[config.mk]
export PLATFORM = sky130hd
export DESIGN_NAME = intersection_phase_scheduler
export DESIGN_NICKNAME = d
export VERILOG_FILES = /design/src/rtl/intersection_phase_scheduler.sv
export SDC_FILE = /design/constraint.sdc
export NUM_CORES = 1
export LEC_CHECK = 0
export ABC_AREA = 1
export CAP_MARGIN = 20
export CORE_MARGIN = 5
export CORE_UTILIZATION = 50
export DETAILED_ROUTE_END_ITERATION = 7
export PLACE_DENSITY = 0.79
export SETUP_SLACK_MARGIN = 0.4
export SLEW_MARGIN = 0
export SYNTH_ARGS = -nofsm -noshare
export SYNTH_HDL_FRONTEND = slang
export SYNTH_SLANG_ARGS = --single-unit
[constraint.sdc]
create_clock -name i_clk -period 1.9 [get_ports i_clk]
set_input_delay 0.475 -clock i_clk [delete_from_list [all_inputs] [get_ports i_clk]]
set_output_delay 0.475 -clock i_clk [all_outputs]
set_load 0.005 [all_outputs]
[src/rtl/intersection_phase_scheduler.sv]
// Phase sequencer for a two-road intersection with a pedestrian crossing.
// Counts down each phase on a 1 Hz strobe and serves a latched walk request.
module intersection_phase_scheduler #(
   parameter int GREEN_A_S   = 20,
   parameter int GREEN_B_S   = 15,
   parameter int YELLOW_S    = 3,
   parameter int ALLRED_S    = 1,
   parameter int WALK_S      = 8,
   parameter int PED_SHORT_S = 5
) (
   input  logic       i_clk,
   input  logic       i_rst,
   input  logic       i_en,
   input  logic       i_tick,
   input  logic       i_ped_req,
   output logic [1:0] o_state_a,
   output logic [1:0] o_state_b,
   output logic [6:0] o_remaining,
   output logic [2:0] o_phase,
   output logic       o_ped_walk,
   output logic       o_ped_ack
);

   typedef enum logic [2:0] {
      OFF      = 3'd0,
      A_GREEN  = 3'd1,
      A_YELLOW = 3'd2,
      CLR_AB   = 3'd3,
      B_GREEN  = 3'd4,
      B_YELLOW = 3'd5,
      CLR_BA   = 3'd6
   } phase_t;

   localparam logic [6:0] DUR_GA  = 7'(GREEN_A_S);
   localparam logic [6:0] DUR_GB  = 7'(GREEN_B_S);
   localparam logic [6:0] DUR_Y   = 7'(YELLOW_S);
   localparam logic [6:0] DUR_CLR = 7'(ALLRED_S);
   localparam logic [6:0] DUR_WLK = 7'(WALK_S);
   localparam logic [6:0] DUR_PED = 7'(PED_SHORT_S);

   phase_t     state, state_nxt;
   logic [6:0] rem, rem_nxt;
   logic       walk, walk_nxt;
   logic       latch, latch_nxt;
   logic       ack_nxt;
   logic [1:0] light_a, light_b;
   logic [1:0] light_a_nxt, light_b_nxt;

   function automatic phase_t succ(input phase_t p);
      unique case (p)
         A_GREEN:  return A_YELLOW;
         A_YELLOW: return CLR_AB;
         CLR_AB:   return B_GREEN;
         B_GREEN:  return B_YELLOW;
         B_YELLOW: return CLR_BA;
         default:  return A_GREEN;
      endcase
   endfunction

   function automatic logic [6:0] dur(input phase_t p, input logic ped);
      unique case (p)
         A_GREEN:          return DUR_GA;
         B_GREEN:          return DUR_GB;
         A_YELLOW,
         B_YELLOW:         return DUR_Y;
         CLR_AB, CLR_BA:   return ped ? DUR_WLK : DUR_CLR;
         default:          return 7'd0;
      endcase
   endfunction

   logic is_green, is_clr;
   assign is_green = (state == A_GREEN) || (state == B_GREEN);
   assign is_clr   = (state == CLR_AB) || (state == CLR_BA);

   always_comb begin
      state_nxt = state;
      rem_nxt   = rem;
      walk_nxt  = walk;
      latch_nxt = latch;
      ack_nxt   = 1'b0;
      if (!i_en) begin
         state_nxt = OFF;
         rem_nxt   = 7'd0;
         walk_nxt  = 1'b0;
         latch_nxt = 1'b0;
      end else if (state == OFF) begin
         state_nxt = A_GREEN;
         rem_nxt   = DUR_GA;
      end else begin
         if (i_ped_req && !latch && !walk) begin
            latch_nxt = 1'b1;
            ack_nxt   = 1'b1;
         end
         // Truncation outranks a coincident tick.
         if (is_green && latch && rem > DUR_PED) begin
            rem_nxt = DUR_PED;
         end else if (i_tick) begin
            if (rem > 7'd1) begin
               rem_nxt = rem - 7'd1;
            end else begin
               state_nxt = succ(state);
               rem_nxt   = dur(succ(state), latch);
               if (is_clr) begin
                  walk_nxt  = 1'b0;
                  latch_nxt = 1'b0;
               end else if (succ(state) == CLR_AB ||
                            succ(state) == CLR_BA) begin
                  walk_nxt = latch;
               end
            end
         end
      end
   end

   always_comb begin
      light_a_nxt = 2'b01;
      light_b_nxt = 2'b01;
      unique case (state_nxt)
         A_GREEN:  light_a_nxt = 2'b11;
         A_YELLOW: light_a_nxt = 2'b10;
         B_GREEN:  light_b_nxt = 2'b11;
         B_YELLOW: light_b_nxt = 2'b10;
         default:  ;
      endcase
   end

   always_ff @(posedge i_clk) begin
      if (i_rst) begin
         state     <= OFF;
         rem       <= 7'd0;
         walk      <= 1'b0;
         latch     <= 1'b0;
         o_ped_ack <= 1'b0;
         light_a   <= 2'b01;
         light_b   <= 2'b01;
      end else begin
         state     <= state_nxt;
         rem       <= rem_nxt;
         walk      <= walk_nxt;
         latch     <= latch_nxt;
         o_ped_ack <= ack_nxt;
         light_a   <= light_a_nxt;
         light_b   <= light_b_nxt;
      end
   end

   assign o_phase     = state;
   assign o_remaining = rem;
   assign o_ped_walk  = walk;
   assign o_state_a   = light_a;
   assign o_state_b   = light_b;

endmodule

==> impl_results.rst <==
.. list-table::
   :header-rows: 1

   * - Metric
     - Value
   * - WL per Instance
     - 14.1 um
   * - Clock-pin slew on the worst setup and hold paths
     - 0.10 ns
   * - Filler Cell Count
     - 142
   * - Register area share after synthesis
     - 33.0%
   * - TritonCTS clock tree
     - yes
   * - Fin nets
     - 204
   * - Pin count of the biggest net entering global routing
     - 14
   * - Classification of the worst setup path
     - flop to flop
   * - Number of buffers inserted during clock tree synthesis
     - 3
   * - Outcome
     - finished clean
   * - Antenna-violating nets left
     - 0
   * - Vias in the first global route
     - 1,186
   * - Hold-fix buffer count after cts
     - 0
   * - Initial cell density of the core
     - 52.5%
   * - Antenna fix cells
     - 0
   * - Data required, critical path
     - 2.14 ns
   * - HPWL after DPL
     - 1990 um
   * - Global routing usage summed across all routing layers
     - 18.5%
   * - First-pass iteration count of the detailed router
     - 4
   * - Power per standard cell area
     - 512 nW/um^2
   * - Final total power
     - 0.803 mW
   * - Reported leakage power
     - 0.751 nW
   * - Worst-margin pin slew
     - 0.328 ns
   * - Drt total wl
     - 3150 um
   * - Reg-to-reg startpoint
     - o_remaining[2]
   * - Latest clock arrival within the worst-skew pair
     - 0.29 ns
   * - Post-synth net total
     - 163
   * - Average cell area after synthesis
     - 6.60 um^2
   * - #FFs+latches synth
     - 17
   * - Final Hold Fails
     - 0
   * - Vert. Die Dim
     - 55.4 um
   * - CORE AREA
     - 1960 um^2
   * - Max frequency
     - 656 MHz
   * - Register-to-Register Setup Slack
     - 0.38 ns
   * - Slew Limit Headroom
     - 78.0%
   * - H-tree levels
     - 1
   * - Maximum fanout count along the critical path
     - 6
   * - Overflow left after global routing
     - 0
   * - Unrepaired setup endpoints after global routing
     - true
   * - FF/Latch Area
     - 367 um^2
   * - Proportion of layout cells with a drive suffix above 1
     - 38.3%
   * - Post-route fraction of the period consumed by the critical path
     - 80.2%
   * - Worst Hold Launch
     - o_ped_walk
   * - Number of max-slew violations in the final report
     - 0
   * - Ports placed on the boundary
     - 21
   * - DRC violations left
     - 0
   * - Clock Tree Buf Depth
     - 2
   * - Post-route clock skew
     - 0.00107 ns
   * - Area grow syn2layout
     - 52.2%
   * - Vias
     - 1,225
   * - Chip Width
     - 55.4 um
   * - Die footprint
     - 3070 um^2
   * - Data arrival time of the worst path
     - 1.76 ns
   * - Timing startpoint of the critical path
     - o_remaining[2]
   * - Total standard cell area after synthesis
     - 1030 um^2
   * - Count of synthesis-stage warnings from yosys
     - 0
   * - Total negative slack
     - 0 ns
   * - Leading cell type in the layout, fill and taps excluded
     - nand2_1
   * - Top library cells by usage in the layout, fill and taps aside
     - nand2_1 (23), inv_1 (16), nor2_1 (16)
   * - Peak supply drop
     - 0.439 mV
   * - Min cycle time layout
     - 1.52 ns
   * - Area taken by multi-input logic gates
     - 713 um^2
   * - Number of DRC violations after detailed-routing iteration 0
     - 64
   * - Library cell used as clock root buffer
     - clkbuf_4
   * - Weighted congestion reported at the end of routability-driven placement
     - 0.855
   * - Via count normalized by instance count
     - 5.49
   * - Setup Viol. Count Final
     - 0
   * - Port bufs
     - 20
   * - Number of unique standard cell types used by synthesis
     - 28
   * - Kind of end point of the critical path
     - flop
   * - Initial antenna violation count
     - 0
   * - Worst hold path stage count
     - 2
   * - Startpoint type of the worst setup path
     - flop
   * - Worst reg2reg path depth
     - 10
   * - Worst min-delay path category
     - flop to flop
   * - Number of max-cap violations
     - 0
   * - Cell count after synthesis
     - 156
   * - First-pass GRT wire length
     - 4720 um
   * - CTS sink cnt
     - 17
   * - Number of rows created at floorplan
     - 16
[Yosys cell counts (all sizes together)]
cell type / instances / area share, %
nand2: 35 / 14
nor2: 27 / 11
inv: 23 / 8.4
dfxtp: 17 / 33
a21oi: 12 / 6.2
nand3: 10 / 5.3
nand4: 7 / 4.9
o21ai: 7 / 3.8
nor3: 4 / 2.4
xor2: 4 / 3.4
a31oi: 2 / 1.2
ha: 2 / 2.4
a21boi: 1 / 0.73
a22oi: 1 / 0.73
buf: 1 / 0.49
nor4: 1 / 0.61
o31ai: 1 / 0.73
or2: 1 / 0.61
[report_power, final]
group	switching, mW	internal (mW)
Combinational	0.141	0.0926
Sequential	0.00683	0.362
Clock	0.119	0.0817
Total	0.267	0.536
[timing repair]
item | in CTS | in global routing
hold endpoints to repair | 0 | 0
gates resized for setup | 45 | 31
endpoints found under the setup margin | 29 | 15
setup buffers | 13 | 2
pin swaps | 2 | 12
[per-stage QoR]
stage | cells | instance area, um^2 | util, % | hold slack [ns] | worst slack, ns
floorplan | 156 | 1030 | - | 0.460 | 0.477
detailed placement | 204 | 1270 | 64.9 | 0.467 | 0.138
global route | 223 | 1570 | 79.9 | 0.544 | 0.274
global placement | 204 | 1270 | 64.9 | 0.470 | 0.190
finish | 223 | 1570 | 79.9 | 0.523 | 0.376
CTS | 221 | 1460 | 74.4 | 0.515 | 0.274
[flip-flops by register name (all words and copies together), names as in the netlist]
name         count
latch            1
o_ped_ack        1
o_ped_walk       1
o_phase          3
o_remaining      7
o_state_a        2
o_state_b        2
[layout make-up]
type	instances	share of cell area, %
flip-flops and latches	17	23.4
well taps	27	2.15
inverters	23	6.54
multi-input cells	115	45.5
clock buffers	4	1.68
repair buffers	37	20.8
[cells by family (layout without fill, tap and decap cells)]
kind of cell | after synthesis | count (layout) | share of synthesized area [%]
AND/OR/NAND/NOR | 85 | 85 | 38.9
adder cells (fa/ha/maj) | 2 | 2 | 2.43
AO/OA/AOI/OAI | 24 | 24 | 13.4
XOR/XNOR | 4 | 4 | 3.40
buffers and inverters | 24 | 64 | 8.87
flip-flops | 17 | 17 | 33.1
[final timing paths]
| path | to |
|---|---|
| worst min-delay path | o_ped_ack |
| worst min register to register | o_ped_ack |
| worst max register to register | o_state_a[1] |
| worst max-delay path | o_state_a[1] |
[layer usage]
layer  GRT usage, %  up-vias  wire length [um]
met5              0        -                 0
met4           11.1        0               174
met3           4.20       22               201
met2           34.5       62              1580
met1           18.4      554              1190
li1               -      587                 -
[worst max-delay path: stages, from the launching register on]
cell and delay (ns):
dfxtp_4 0.36, buf_4 0.15, inv_6 0.07, nand2_1 0.07
nor2_2 0.16, nand2_2 0.08, nand2_4 0.13, nand4_1 0.13
nand2_2 0.15, nand2_1 0.07, a21oi_2 0.10
Note: power is estimated with default switching activity, not from simulation.
